File: config.mk
export PLATFORM = sky130hd
export DESIGN_NAME = mac_frame_accum
export DESIGN_NICKNAME = d
export VERILOG_FILES = /design/src/rtl/mac_frame_accum.sv
export SDC_FILE = /design/constraint.sdc
export NUM_CORES = 1
export LEC_CHECK = 0
export CAP_MARGIN = 10
export CELL_PAD_IN_SITES_DETAIL_PLACEMENT = 1
export CELL_PAD_IN_SITES_GLOBAL_PLACEMENT = 2
export CORE_MARGIN = 3
export CORE_UTILIZATION = 36
export DETAILED_ROUTE_END_ITERATION = 8
export PLACE_DENSITY_LB_ADDON = 0.1
export SETUP_SLACK_MARGIN = 0.5
export SLEW_MARGIN = 25
export SYNTH_ARGS = -nofsm -noshare
export SYNTH_HDL_FRONTEND = slang
export SYNTH_SLANG_ARGS = --single-unit
export TNS_END_PERCENT = 50
File: constraint.sdc
create_clock -name clk -period 3.3 [get_ports clk]
set_input_delay 0.66 -clock clk [delete_from_list [all_inputs] [get_ports clk]]
set_output_delay 0.66 -clock clk [all_outputs]
set_load 0.05 [all_outputs]
File: src/rtl/mac_frame_accum.sv
// Streaming signed MAC: registers a*b, then accumulates it
// with saturation over a frame and holds the frame sum for downstream.

module mult_mnbit_signed #(
  parameter int M = 4,
  parameter int N = 4
) (
  input  logic [M-1:0]   a,
  input  logic [N-1:0]   b,
  output logic [M+N-1:0] p
);
  // full-width signed product
  always_comb begin
    p = $signed(a) * $signed(b);
  end
endmodule

module mac_frame_accum #(
  parameter int W         = 4,
  parameter int FRAME_LEN = 8,
  parameter int ACC_W     = 2*W+2,
  parameter int CW        = $clog2(FRAME_LEN+1)
) (
  input  logic             clk,
  input  logic             rst,
  input  logic             in_valid,
  output logic             in_ready,
  input  logic [W-1:0]     in_a,
  input  logic [W-1:0]     in_b,
  input  logic             in_last,
  output logic             out_valid,
  input  logic             out_ready,
  output logic [ACC_W-1:0] out_sum,
  output logic [CW-1:0]    out_count,
  output logic             out_ovf
);

  localparam logic signed [ACC_W:0] SMAX =
    {2'b00, {(ACC_W-1){1'b1}}};
  localparam logic signed [ACC_W:0] SMIN =
    {2'b11, {(ACC_W-1){1'b0}}};
  localparam logic [CW-1:0] CLAST = CW'(FRAME_LEN-1);

  logic [2*W-1:0]   prod;
  logic             p_valid_q, p_valid_d;
  logic [2*W-1:0]   p_prod_q, p_prod_d;
  logic             p_last_q, p_last_d;
  logic [ACC_W-1:0] acc_q, acc_d;
  logic [CW-1:0]    cnt_q, cnt_d;
  logic             ovf_acc_q, ovf_acc_d;
  logic             out_valid_q, out_valid_d;
  logic [ACC_W-1:0] out_sum_q, out_sum_d;
  logic [CW-1:0]    out_count_q, out_count_d;
  logic             out_ovf_q, out_ovf_d;

  logic             closing;
  logic             p_drain;
  logic             accept;
  logic signed [ACC_W:0] sum;
  logic [ACC_W-1:0] clamped;
  logic             clamp;

  mult_mnbit_signed #(.M(W), .N(W)) u_mult (
    .a (in_a),
    .b (in_b),
    .p (prod)
  );

  assign closing  = p_last_q || (cnt_q == CLAST);
  assign p_drain  = p_valid_q &&
                    !(closing && out_valid_q && !out_ready);
  assign in_ready = !p_valid_q || p_drain;
  assign accept   = in_valid && in_ready;

  assign out_valid = out_valid_q;
  assign out_sum   = out_sum_q;
  assign out_count = out_count_q;
  assign out_ovf   = out_ovf_q;

  // saturating add of the registered product into the accumulator
  always_comb begin
    sum = $signed({acc_q[ACC_W-1], acc_q}) +
          $signed({{(ACC_W+1-2*W){p_prod_q[2*W-1]}}, p_prod_q});
    clamped = sum[ACC_W-1:0];
    clamp   = 1'b0;
    if (sum > SMAX) begin
      clamped = SMAX[ACC_W-1:0];
      clamp   = 1'b1;
    end else if (sum < SMIN) begin
      clamped = SMIN[ACC_W-1:0];
      clamp   = 1'b1;
    end
  end

  // next state for product, accumulator and output stages
  always_comb begin
    p_valid_d   = p_valid_q;
    p_prod_d    = p_prod_q;
    p_last_d    = p_last_q;
    acc_d       = acc_q;
    cnt_d       = cnt_q;
    ovf_acc_d   = ovf_acc_q;
    out_valid_d = out_valid_q;
    out_sum_d   = out_sum_q;
    out_count_d = out_count_q;
    out_ovf_d   = out_ovf_q;

    if (out_valid_q && out_ready) out_valid_d = 1'b0;

    if (p_drain) begin
      p_valid_d = 1'b0;
      if (closing) begin
        out_valid_d = 1'b1;
        out_sum_d   = clamped;
        out_count_d = cnt_q + CW'(1);
        out_ovf_d   = ovf_acc_q | clamp;
        acc_d       = '0;
        cnt_d       = '0;
        ovf_acc_d   = 1'b0;
      end else begin
        acc_d     = clamped;
        cnt_d     = cnt_q + CW'(1);
        ovf_acc_d = ovf_acc_q | clamp;
      end
    end

    if (accept) begin
      p_valid_d = 1'b1;
      p_prod_d  = prod;
      p_last_d  = in_last;
    end
  end

  // state registers, cleared asynchronously
  always_ff @(posedge clk or posedge rst) begin
    if (rst) begin
      p_valid_q   <= 1'b0;
      p_prod_q    <= '0;
      p_last_q    <= 1'b0;
      acc_q       <= '0;
      cnt_q       <= '0;
      ovf_acc_q   <= 1'b0;
      out_valid_q <= 1'b0;
      out_sum_q   <= '0;
      out_count_q <= '0;
      out_ovf_q   <= 1'b0;
    end else begin
      p_valid_q   <= p_valid_d;
      p_prod_q    <= p_prod_d;
      p_last_q    <= p_last_d;
      acc_q       <= acc_d;
      cnt_q       <= cnt_d;
      ovf_acc_q   <= ovf_acc_d;
      out_valid_q <= out_valid_d;
      out_sum_q   <= out_sum_d;
      out_count_q <= out_count_d;
      out_ovf_q   <= out_ovf_d;
    end
  end

endmodule

==> results.sh, run 1 <==
export IMPL_worst_pin_slew_ns=0.5875
export IMPL_hold_bufs_at_cts=0
export IMPL_drc=0
export IMPL_worstPathMaxFanout=2
export IMPL_finalCriticalPeriod_ns=3.154
export IMPL_slowest_delay_ns=0.51
export IMPL_tritoncts_num_sinks=41
export IMPL_worst_path_dominant_cell_family="adder cells"
export IMPL_post_synth_most_frequent_cells="41 x dfrtp_1, 34 x nand2_1, 24 x inv_1"
export IMPL_timing_hold_worst_class="register to register"
export IMPL_peak_ir_drop_on_the_vdd_network_mv=0.4254
export IMPL_ant_nets=0
export IMPL_maxSlewViolCount=0
export IMPL_antennaDiodeCount=0
export IMPL_cts_inserted_buffers=5
export IMPL_yosys_area_share_xor_xnor_pct=5.806
export IMPL_finalHoldViolCount=0
export IMPL_die_w_um=92.51
export IMPL_dr_total_vias=2024
export IMPL_synth_seq_area_share_pct=38.09
export IMPL_area_delta_synth_final_pct=26.38
export IMPL_grtUsageTotal_pct=15.55
export IMPL_first_global_vias=2204
export IMPL_total_power_mw=3.454
export IMPL_async_reset_ff_share_pct=100.0
export IMPL_setup_viol_count_final=0
export IMPL_dpl_wire_length_um=4608
export IMPL_p_per_area_nw_per_um2=1015
export IMPL_synth_area_leaders="dfrtp_1 38%, ha_1 11%, fa_1 7.4%"
export IMPL_power_report_internal_total_mw=1.892
export IMPL_synthMostInstantiatedCell="dfrtp_1"
export IMPL_layout_cells_non_filler=409
export IMPL_fraction_of_the_mapped_netlist_area_in_simple_logic_gates_pct=12.17
export IMPL_synthMuxAreaShare_pct=4.180
export IMPL_routedWlPerCell_um=14.79
export IMPL_power_switching_mw=1.563
export IMPL_synth_compound_area_share_pct=14.63
export IMPL_worst_setup_path_type="input port to register"
export IMPL_post_route_period_util_pct=95.58
export IMPL_max_clock_path_buffers=2
export IMPL_dpl_cell_count=399
export IMPL_path_clk_slew_ns=0.09
export IMPL_synth_top_family_by_area="adder cells"
export IMPL_post_synth_fa_ha_maj_area_fraction_pct=21.23
export IMPL_relSlewSlack_pct=60.64
export IMPL_timing_critical_path_cells="buf_6 > nand2b_4 > fa_1 > fa_1 > fa_1 > inv_2 > ha_4 > inv_2 > fa_2 > inv_2 > a21o_1 > a21oi_2 > xnor2_1 > o21ai_1"
export IMPL_initial_core_util_pct=38.38
export IMPL_timing_max_cap_violations=0
export IMPL_crit_required_ns=3.47
export IMPL_yosys_register_bits=41
export IMPL_critical_path_slowest_cell="fa_1"
export IMPL_ys_types=44
export IMPL_fp_coreArea_sq_um=7019
export IMPL_floorplan_die_area_sq_um=8557
export IMPL_numPortBuffers=29
export IMPL_timing_critical_path_to_type="register"
export IMPL_p_seq_share_pct=24.2
export IMPL_synth_fp_nets=308
export IMPL_firstDrtPassIters=4
export IMPL_grt_setup_unrepaired="true"
export IMPL_globalplace_congestion=0.8405
export IMPL_routed_wl_um=6048
export IMPL_synthDominantCellAreaShare_pct=38.09
export IMPL_synthesis_area_sq_um=2694
export IMPL_fin_hold_ws_ns=0.4838
export IMPL_power_share_combinational_pct=63.3
export IMPL_synthesis_area_per_instance_sq_um=10.28
export IMPL_grt_first_pass_wirelength_um=10490
export IMPL_fin_skew_ns=0.008949
export IMPL_finalNetCount=358
export IMPL_synth_enable_flop_cells=0
export IMPL_h_tree_depth=2
export IMPL_boundaryPins=30
export IMPL_worstSkewPairLatency_ns=0.30
export IMPL_dieHeight_um=92.51
export IMPL_maximum_number_of_pins_on_one_net_before_global_route_repair=42
export IMPL_yosys_warnings=0
export IMPL_postSynthCellCount=262
export IMPL_synth_top_flop_cell="dfrtp_1"
export IMPL_startpoint_class_of_the_critical_path="input port"
export IMPL_worstPathBufferInverterCount=4
export IMPL_max_freq_ghz=0.3171
export IMPL_drive_above_1_share_pct=23.64
export IMPL_initial_antenna_violation_count=0
export IMPL_grt_remaining_overflow=0
export IMPL_power_static_leakage_nw=1.541
export IMPL_cts_root_buffer_cell="clkbuf_8"
export IMPL_synthDominantAreaCellType="dfrtp_1"
export IMPL_core_rowCount=30
export IMPL_status="finished clean"
export IMPL_tritoncts_clock_tree="built"
export IMPL_drt_initial_drc_count=38
export IMPL_viasPerCell=4.949
export IMPL_p_sw_share_pct=45.23
export IMPL_timing_critical_path_arrival_ns=3.32
export IMPL_pwr_share_clk_pct=12.5
[registers in the layout, summed over array words and instances (netlist names)]
name       count
acc_q         10
out_sum       10
p_prod_q       8
cnt_q          4
out_count      4
out_ovf        1
out_valid      1
ovf_acc_q      1
p_last_q       1
p_valid_q      1
[repair_timing]
item | 4_1_cts | 5_1_grt
setup buffers | 1 | 1
resized for setup | 32 | 10
pin swaps | 12 | 10
setup endpoints to repair | 6 | 20
endpoints found under the hold margin | 0 | 0
[metrics by stage]
step | utilization (%) | cell area [sq um] | TNS [ns] | setup WS (ns)
floorplan | - | 2710 | -0.01100 | -0.01100
global placement | 45.92 | 3223 | -2.021 | -0.5631
detailed placement | 45.92 | 3223 | -2.127 | -0.6114
CTS | 47.66 | 3346 | 0 | 0.06847
global route | 48.50 | 3405 | 0 | 0.04058
finish | 48.50 | 3405 | 0 | 0.1459
[power groups by stage]
stage	clock [mW]	combinational, mW	sequential [mW]
final	0.430	2.19	0.837
after global placement	0	2.12	0.844
after CTS	0.444	2.17	0.843
after global routing	0.468	2.43	0.874
after floorplan	0	1.29	1.12
after detailed placement	0	2.15	0.851
[cell families after synthesis]
kind of cell / count (synthesis)
muxes: 10
DFF: 41
AOI/OAI and AO/OA: 56
adders and majority gates: 41
and+or+nand+nor: 69
xor gates and xnor gates: 17
buffers and inverters: 28
[layout by cell type (no fill, tap or decap), types with 4 or more instances in the layout]
cell	count
ha_1	19
nand2_2	4
and2_1	5
o21ai_0	20
xor2_1	7
a22o_1	4
nor2_1	9
clkbuf_8	6
nand2_1	30
fa_1	9
nand2b_1	4
buf_2	5
maj3_1	5
xnor2_1	9
buf_4	18
dfrtp_1	41
inv_1	21
mux2_2	10
ha_4	4
clkdlybuf4s50_1	21
[area by class of cell]
class                           instances  area, sq um
Timing Repair Buffer                   47        402.9
Fill cell                             801         3615
Tap cell                               96        120.1
Inverter                               24        90.09
Clock inverter                          1        30.03
Multi-Input combinational cell        193         1649
Sequential cell                        41         1026
Clock buffer                            7        86.33
[worst reg2reg max path, stage by stage, from the launching register on]
cell and delay [ns]:
dfrtp_1 0.39, ha_1 0.23, inv_1 0.07, fa_1 0.21, nor2b_1 0.09, o31a_1 0.28, o21ai_1 0.27, a31oi_4 0.25
maj3_1 0.44, mux2_2 0.28
[final timing paths]
kind | start | to | slack [ns] | cells after the start
max in group asynchronous | rst | acc_q[5] | 2.14 | 3
worst max register to register | p_prod_q[0] | out_sum[3] | 0.69 | 9
worst max-delay path | in_a[0] | p_prod_q[7] | 0.15 | 14
worst min-delay path | out_sum[8] | out_sum[8] | 0.48 | 2
min in group asynchronous | rst | out_valid | 0.79 | 3
worst min register to register | out_sum[8] | out_sum[8] | 0.48 | 2
[routing by layer]
| metal | vias up | share of wire [%] | global-route usage [%] |
|---|---|---|---|
| met4 | 0 | 1.3 | 4.827 |
| met3 | 7 | 2.7 | 3.006 |
| li1 | 1002 | - | - |
| met2 | 26 | 49 | 26.22 |
| met5 | - | 0 | 0 |
| met1 | 989 | 47 | 20.08 |
Power figures use the tool's default switching activity.
==> run 2, diff against run 1 <==
--- a/config.mk
+++ b/config.mk
@@ -10,6 +10,7 @@
 export CELL_PAD_IN_SITES_GLOBAL_PLACEMENT = 2
 export CORE_MARGIN = 3
 export CORE_UTILIZATION = 36
+export CTS_BUF_LIST = sky130_fd_sc_hd__clkbuf_8 sky130_fd_sc_hd__clkbuf_16
 export DETAILED_ROUTE_END_ITERATION = 8
 export PLACE_DENSITY_LB_ADDON = 0.1
 export SETUP_SLACK_MARGIN = 0.5
==> results.sh, run 2 (synthesized netlist as in run 1, its figures left out) <==
export IMPL_layout_commonest_cell="dfrtp_1"
export IMPL_power_report_internal_total_mw=1.889
export IMPL_max_freq_ghz=0.3171
export IMPL_cts_root_buffer_cell="clkbuf_8"
export IMPL_grt_setup_unrepaired="true"
export IMPL_globalplace_congestion=0.8405
export IMPL_die_w_um=92.51
export IMPL_h_tree_depth=2
export IMPL_layout_core_utilization_pct=48.50
export IMPL_ant_nets=0
export IMPL_fp_coreArea_sq_um=7019
export IMPL_routedWlPerCell_um=14.79
export IMPL_core_rowCount=30
export IMPL_dpl_wire_length_um=4608
export IMPL_worst_setup_path_type="input port to register"
export IMPL_maxSlewViolCount=0
export IMPL_fin_hold_ws_ns=0.4839
export IMPL_critical_path_slowest_cell="fa_1"
export IMPL_cts_inserted_buffers=5
export IMPL_grt_remaining_overflow=0
export IMPL_tritoncts_clock_tree="built"
export IMPL_worst_pin_slew_ns=0.5875
export IMPL_timing_hold_worst_class="register to register"
export IMPL_worstPathMaxFanout=2
export IMPL_initial_antenna_violation_count=0
export IMPL_crit_required_ns=3.47
export IMPL_grtUsageTotal_pct=15.55
export IMPL_fin_skew_ns=0.009316
export IMPL_power_share_combinational_pct=63.4
export IMPL_antennaDiodeCount=0
export IMPL_grt_first_pass_wirelength_um=10490
export IMPL_drc=0
export IMPL_maximum_number_of_pins_on_one_net_before_global_route_repair=42
export IMPL_final_setup_slack_of_the_worst_path_ns=0.1459
export IMPL_peak_ir_drop_on_the_vdd_network_mv=0.4253
export IMPL_startpoint_class_of_the_critical_path="input port"
export IMPL_multi_input_area_sq_um=1649
export IMPL_routed_wl_um=6048
export IMPL_slowest_delay_ns=0.51
export IMPL_pwr_share_clk_pct=12.4
export IMPL_viasPerCell=4.949
export IMPL_p_sw_share_pct=45.28
export IMPL_ff2ff_setup_slack_ns=0.69
export IMPL_tritoncts_num_sinks=41
export IMPL_firstDrtPassIters=4
export IMPL_timing_max_cap_violations=0
export IMPL_p_per_area_nw_per_um2=1014
export IMPL_dpl_worst_slack_ns=-0.6114
export IMPL_setup_viol_count_final=0
export IMPL_regToRegEndpoint="out_sum[3]"
export IMPL_finalCriticalPeriod_ns=3.154
export IMPL_finalNetCount=358
export IMPL_power_static_leakage_nw=1.545
export IMPL_dr_total_vias=2024
export IMPL_r2r_worst_path_cells=9
export IMPL_worstSkewPairLatency_ns=0.30
export IMPL_area_delta_synth_final_pct=26.38
export IMPL_boundaryPins=30
export IMPL_floorplan_die_area_sq_um=8557
export IMPL_relSlewSlack_pct=60.64
export IMPL_first_global_vias=2204
export IMPL_initial_core_util_pct=38.38
export IMPL_path_clk_slew_ns=0.09
export IMPL_timing_critical_path_arrival_ns=3.32
export IMPL_drive_above_1_share_pct=23.64
export IMPL_regArea_sq_um=1026
export IMPL_power_switching_mw=1.563
export IMPL_timing_critical_path_to_type="register"
export IMPL_timing_critical_path_cells="buf_6 > nand2b_4 > fa_1 > fa_1 > fa_1 > inv_2 > ha_4 > inv_2 > fa_2 > inv_2 > a21o_1 > a21oi_2 > xnor2_1 > o21ai_1"
export IMPL_total_power_mw=3.452
export IMPL_layout_cells_non_filler=409
export IMPL_post_route_period_util_pct=95.58
export IMPL_hold_path_end="out_sum[8]"
export IMPL_final_fill_count=801
export IMPL_worst_hold_startpoint="out_sum[8]"
export IMPL_dpl_cell_count=399
export IMPL_numPortBuffers=29
export IMPL_status="finished clean"
export IMPL_max_clock_path_buffers=2
export IMPL_mostFrequentLayoutCells="41 x dfrtp_1, 30 x nand2_1, 22 x inv_1, 21 x clkdlybuf4s50_1, 20 x o21ai_0"
export IMPL_p_seq_share_pct=24.2
export IMPL_drt_initial_drc_count=38
export IMPL_dieHeight_um=92.51
export IMPL_finalHoldViolCount=0
export IMPL_crit_reg2reg_launch="p_prod_q[0]"
export IMPL_whs_path_depth=2
## run 2: area by class of cell
| cell class | instances | share of cell area, % |
|---|---|---|
| inverter | 24 | 2.646 |
| sequential | 41 | 30.14 |
| clock inverter | 2 | 0.9923 |
| timing repair buffer | 47 | 11.83 |
| multi-input combinational | 193 | 48.44 |
| tap | 96 | 3.528 |
| clock buffer | 6 | 2.426 |
## run 2: how the worst max path moves through the flow
| stage | startpoint | end | slack, ns | cells after the start |
|---|---|---|---|---|
| finish | in_a[0] | p_prod_q[7] | 0.15 | 14 |
| global route | in_a[0] | p_prod_q[7] | 0.04 | 14 |
| CTS | in_a[0] | p_prod_q[7] | 0.07 | 14 |
| detailed placement | in_a[1] | p_prod_q[7] | -0.61 | 14 |
| global placement | in_a[1] | p_prod_q[7] | -0.56 | 14 |
| floorplan | in_a[0] | p_prod_q[7] | -0.01 | 13 |
## run 2: routing by layer
layer / vias up / wire length [um] / global-route usage [%]
met3: 7 / 162 / 3.006
met2: 26 / 2963 / 26.22
met1: 989 / 2844 / 20.08
li1: 1002 / - / -
met5: - / 0 / 0
met4: 0 / 78 / 4.827
## run 2: per-stage QoR
step | TNS [ns] | area [sq um]
after global routing | 0 | 3405
after CTS | 0 | 3346
final | 0 | 3405
after floorplan | -0.01100 | 2710
after global placement | -2.021 | 3223
after detailed placement | -2.127 | 3223
## run 2: critical path, delay by kind of cell
kind	cells	cell delay, ns
simple gates	1	0.13
xor+xnor	1	0.16
buf+inv	4	0.28
compound gates	3	0.25
fa+ha+maj	5	1.86
## run 2: power groups by stage
| stage | clock network [mW] | logic (mW) | registers (mW) |
|---|---|---|---|
| final | 0.428 | 2.19 | 0.837 |
| after global placement | 0 | 2.12 | 0.844 |
| after CTS | 0.441 | 2.17 | 0.843 |
| after detailed placement | 0 | 2.15 | 0.851 |
| after global routing | 0.465 | 2.43 | 0.874 |
| after floorplan | 0 | 1.29 | 1.12 |
## run 2: repair_timing
| item | CTS | global route |
|---|---|---|
| pin swaps | 12 | 10 |
| hold buffers | 0 | 0 |
| buffers inserted | 1 | 1 |
| setup endpoints to repair | 6 | 20 |
| gates resized for setup | 32 | 10 |
==> run 3, diff against run 2 <==
--- a/config.mk
+++ b/config.mk
@@ -8,6 +8,7 @@
 export CAP_MARGIN = 10
 export CELL_PAD_IN_SITES_DETAIL_PLACEMENT = 1
 export CELL_PAD_IN_SITES_GLOBAL_PLACEMENT = 2
+export CORE_ASPECT_RATIO = 0.75
 export CORE_MARGIN = 3
 export CORE_UTILIZATION = 36
 export CTS_BUF_LIST = sky130_fd_sc_hd__clkbuf_8 sky130_fd_sc_hd__clkbuf_16
==> results.sh, run 3 (synthesized netlist as in run 1, its figures left out) <==
export IMPL_relSlewSlack_pct=54.71
export IMPL_drt_initial_drc_count=56
export IMPL_floorplan_die_area_sq_um=8568
export IMPL_drc=0
export IMPL_timing_max_cap_violations=0
export IMPL_h_tree_depth=2
export IMPL_grt_setup_unrepaired="true"
export IMPL_grt_first_pass_wirelength_um=10810
export IMPL_timing_hold_worst_class="register to register"
export IMPL_mostFrequentLayoutCells="41 x dfrtp_1, 31 x nand2_1, 21 x inv_1, 21 x clkdlybuf4s50_1"
export IMPL_timing_critical_path_arrival_ns=3.44
export IMPL_startpoint_class_of_the_critical_path="input port"
export IMPL_routedWlPerCell_um=15.29
export IMPL_worstPathMaxFanout=2
export IMPL_timing_critical_path_to_type="register"
export IMPL_core_rowCount=26
export IMPL_grtUsageTotal_pct=16.15
export IMPL_maxSlewViolCount=0
export IMPL_layout_commonest_cell="dfrtp_1"
export IMPL_finalHoldViolCount=0
export IMPL_first_global_vias=2126
export IMPL_initial_core_util_pct=38.34
export IMPL_hold_path_end="out_sum[7]"
export IMPL_worstSkewPairLatency_ns=0.29
export IMPL_fin_hold_ws_ns=0.4796
export IMPL_max_freq_ghz=0.3053
export IMPL_p_per_area_nw_per_um2=1024
export IMPL_status="finished clean"
export IMPL_grt_remaining_overflow=0
export IMPL_dpl_wire_length_um=4969
export IMPL_routed_wl_um=6270
export IMPL_antennaDiodeCount=0
export IMPL_boundaryPins=30
export IMPL_tritoncts_num_sinks=41
export IMPL_ff2ff_setup_slack_ns=0.67
export IMPL_finalCriticalPeriod_ns=3.275
export IMPL_peak_ir_drop_on_the_vdd_network_mv=0.5269
export IMPL_crit_required_ns=3.47
export IMPL_area_delta_synth_final_pct=27.17
export IMPL_cts_root_buffer_cell="clkbuf_8"
export IMPL_initial_antenna_violation_count=0
export IMPL_fp_coreArea_sq_um=7027
export IMPL_worst_pin_slew_ns=0.6769
export IMPL_layout_core_utilization_pct=48.75
export IMPL_post_route_period_util_pct=99.25
export IMPL_ant_nets=0
export IMPL_path_clk_slew_ns=0.09
export IMPL_regToRegEndpoint="out_sum[5]"
export IMPL_final_fill_count=797
export IMPL_maximum_number_of_pins_on_one_net_before_global_route_repair=42
export IMPL_viasPerCell=4.863
export IMPL_cts_inserted_buffers=5
export IMPL_dieHeight_um=80.92
export IMPL_finalNetCount=357
export IMPL_max_clock_path_buffers=2
export IMPL_setup_viol_count_final=0
export IMPL_drive_above_1_share_pct=24.04
export IMPL_fin_skew_ns=0.01168
export IMPL_crit_reg2reg_launch="p_prod_q[0]"
export IMPL_power_static_leakage_nw=1.552
export IMPL_whs_path_depth=2
export IMPL_dr_total_vias=1994
export IMPL_numPortBuffers=29
export IMPL_globalplace_congestion=0.7613
export IMPL_die_w_um=105.9
export IMPL_worst_hold_startpoint="out_sum[7]"
export IMPL_worst_setup_path_type="input port to register"
export IMPL_firstDrtPassIters=4
export IMPL_r2r_worst_path_cells=9
export IMPL_hold_bufs_at_cts=0
export IMPL_tritoncts_clock_tree="built"
-- run 3: what timing repair did --
| action | CTS | global route |
|---|---|---|
| gates resized for setup | 28 | 12 |
| setup buffers | 1 | 0 |
| pin swaps | 12 | 12 |
| setup endpoints to repair | 5 | 19 |
-- run 3: cell type report --
class	instances	area (sq um)	area share, %
clock buffer	5	68.82	2.009
clock inverter	3	65.06	1.899
inverter	24	90.09	2.630
multi-input combinational	193	1657	48.36
sequential	41	1026	29.95
tap	98	122.6	3.579
timing repair buffer	46	396.6	11.58
-- run 3: routing by layer --
metal	vias up	share of wire, %	global-route usage, %
met5	-	0	0
met4	0	0.38	2.717
met3	2	2.5	2.859
met2	23	42	23.98
met1	971	55	24.88
li1	998	-	-
-- run 3: how the worst max path moves through the flow --
stage | slack, ns | endpoint | start
final | 0.02 | p_prod_q[7] | in_a[0]
after floorplan | -0.01 | p_prod_q[7] | in_a[0]
after detailed placement | -0.73 | p_prod_q[7] | in_a[2]
after global placement | -0.61 | p_prod_q[7] | in_a[2]
after global routing | -0.08 | p_prod_q[7] | in_a[0]
after CTS | -0.06 | p_prod_q[7] | in_a[0]
-- run 3: worst max-delay path: stages --
cell,delay [ns]
buf_6,0.09
nand2b_4,0.13
fa_1,0.51
fa_1,0.52
fa_2,0.44
inv_2,0.08
ha_4,0.13
inv_2,0.04
fa_2,0.40
inv_2,0.06
a21o_1,0.11
a21oi_2,0.06
xnor2_1,0.15
o21ai_1,0.07
-- run 3: metrics by stage --
| step | power (mW) | std cells | TNS, ns | area, sq um | worst slack (ns) |
|---|---|---|---|---|---|
| 4_1_cts | 3.518 | 410 | -0.06162 | 3388 | -0.06162 |
| 2_1_floorplan | 2.415 | 262 | -0.01100 | 2710 | -0.01100 |
| 3_3_place_gp | 2.958 | 401 | -2.151 | 3226 | -0.6073 |
| 6_report | 3.510 | 410 | 0 | 3426 | 0.02471 |
| 5_1_grt | 3.833 | 410 | -0.1146 | 3426 | -0.08388 |
| 3_5_place_dp | 2.999 | 401 | -2.615 | 3226 | -0.7330 |
-- run 3: power by group --
group          internal [mW]  total, mW  leakage [nW]  switching, mW
clock network          0.301      0.477        0.0681          0.177
logic                  0.937       2.20         0.978           1.26
registers              0.709      0.831         0.505          0.122
total                   1.95       3.51          1.55           1.56
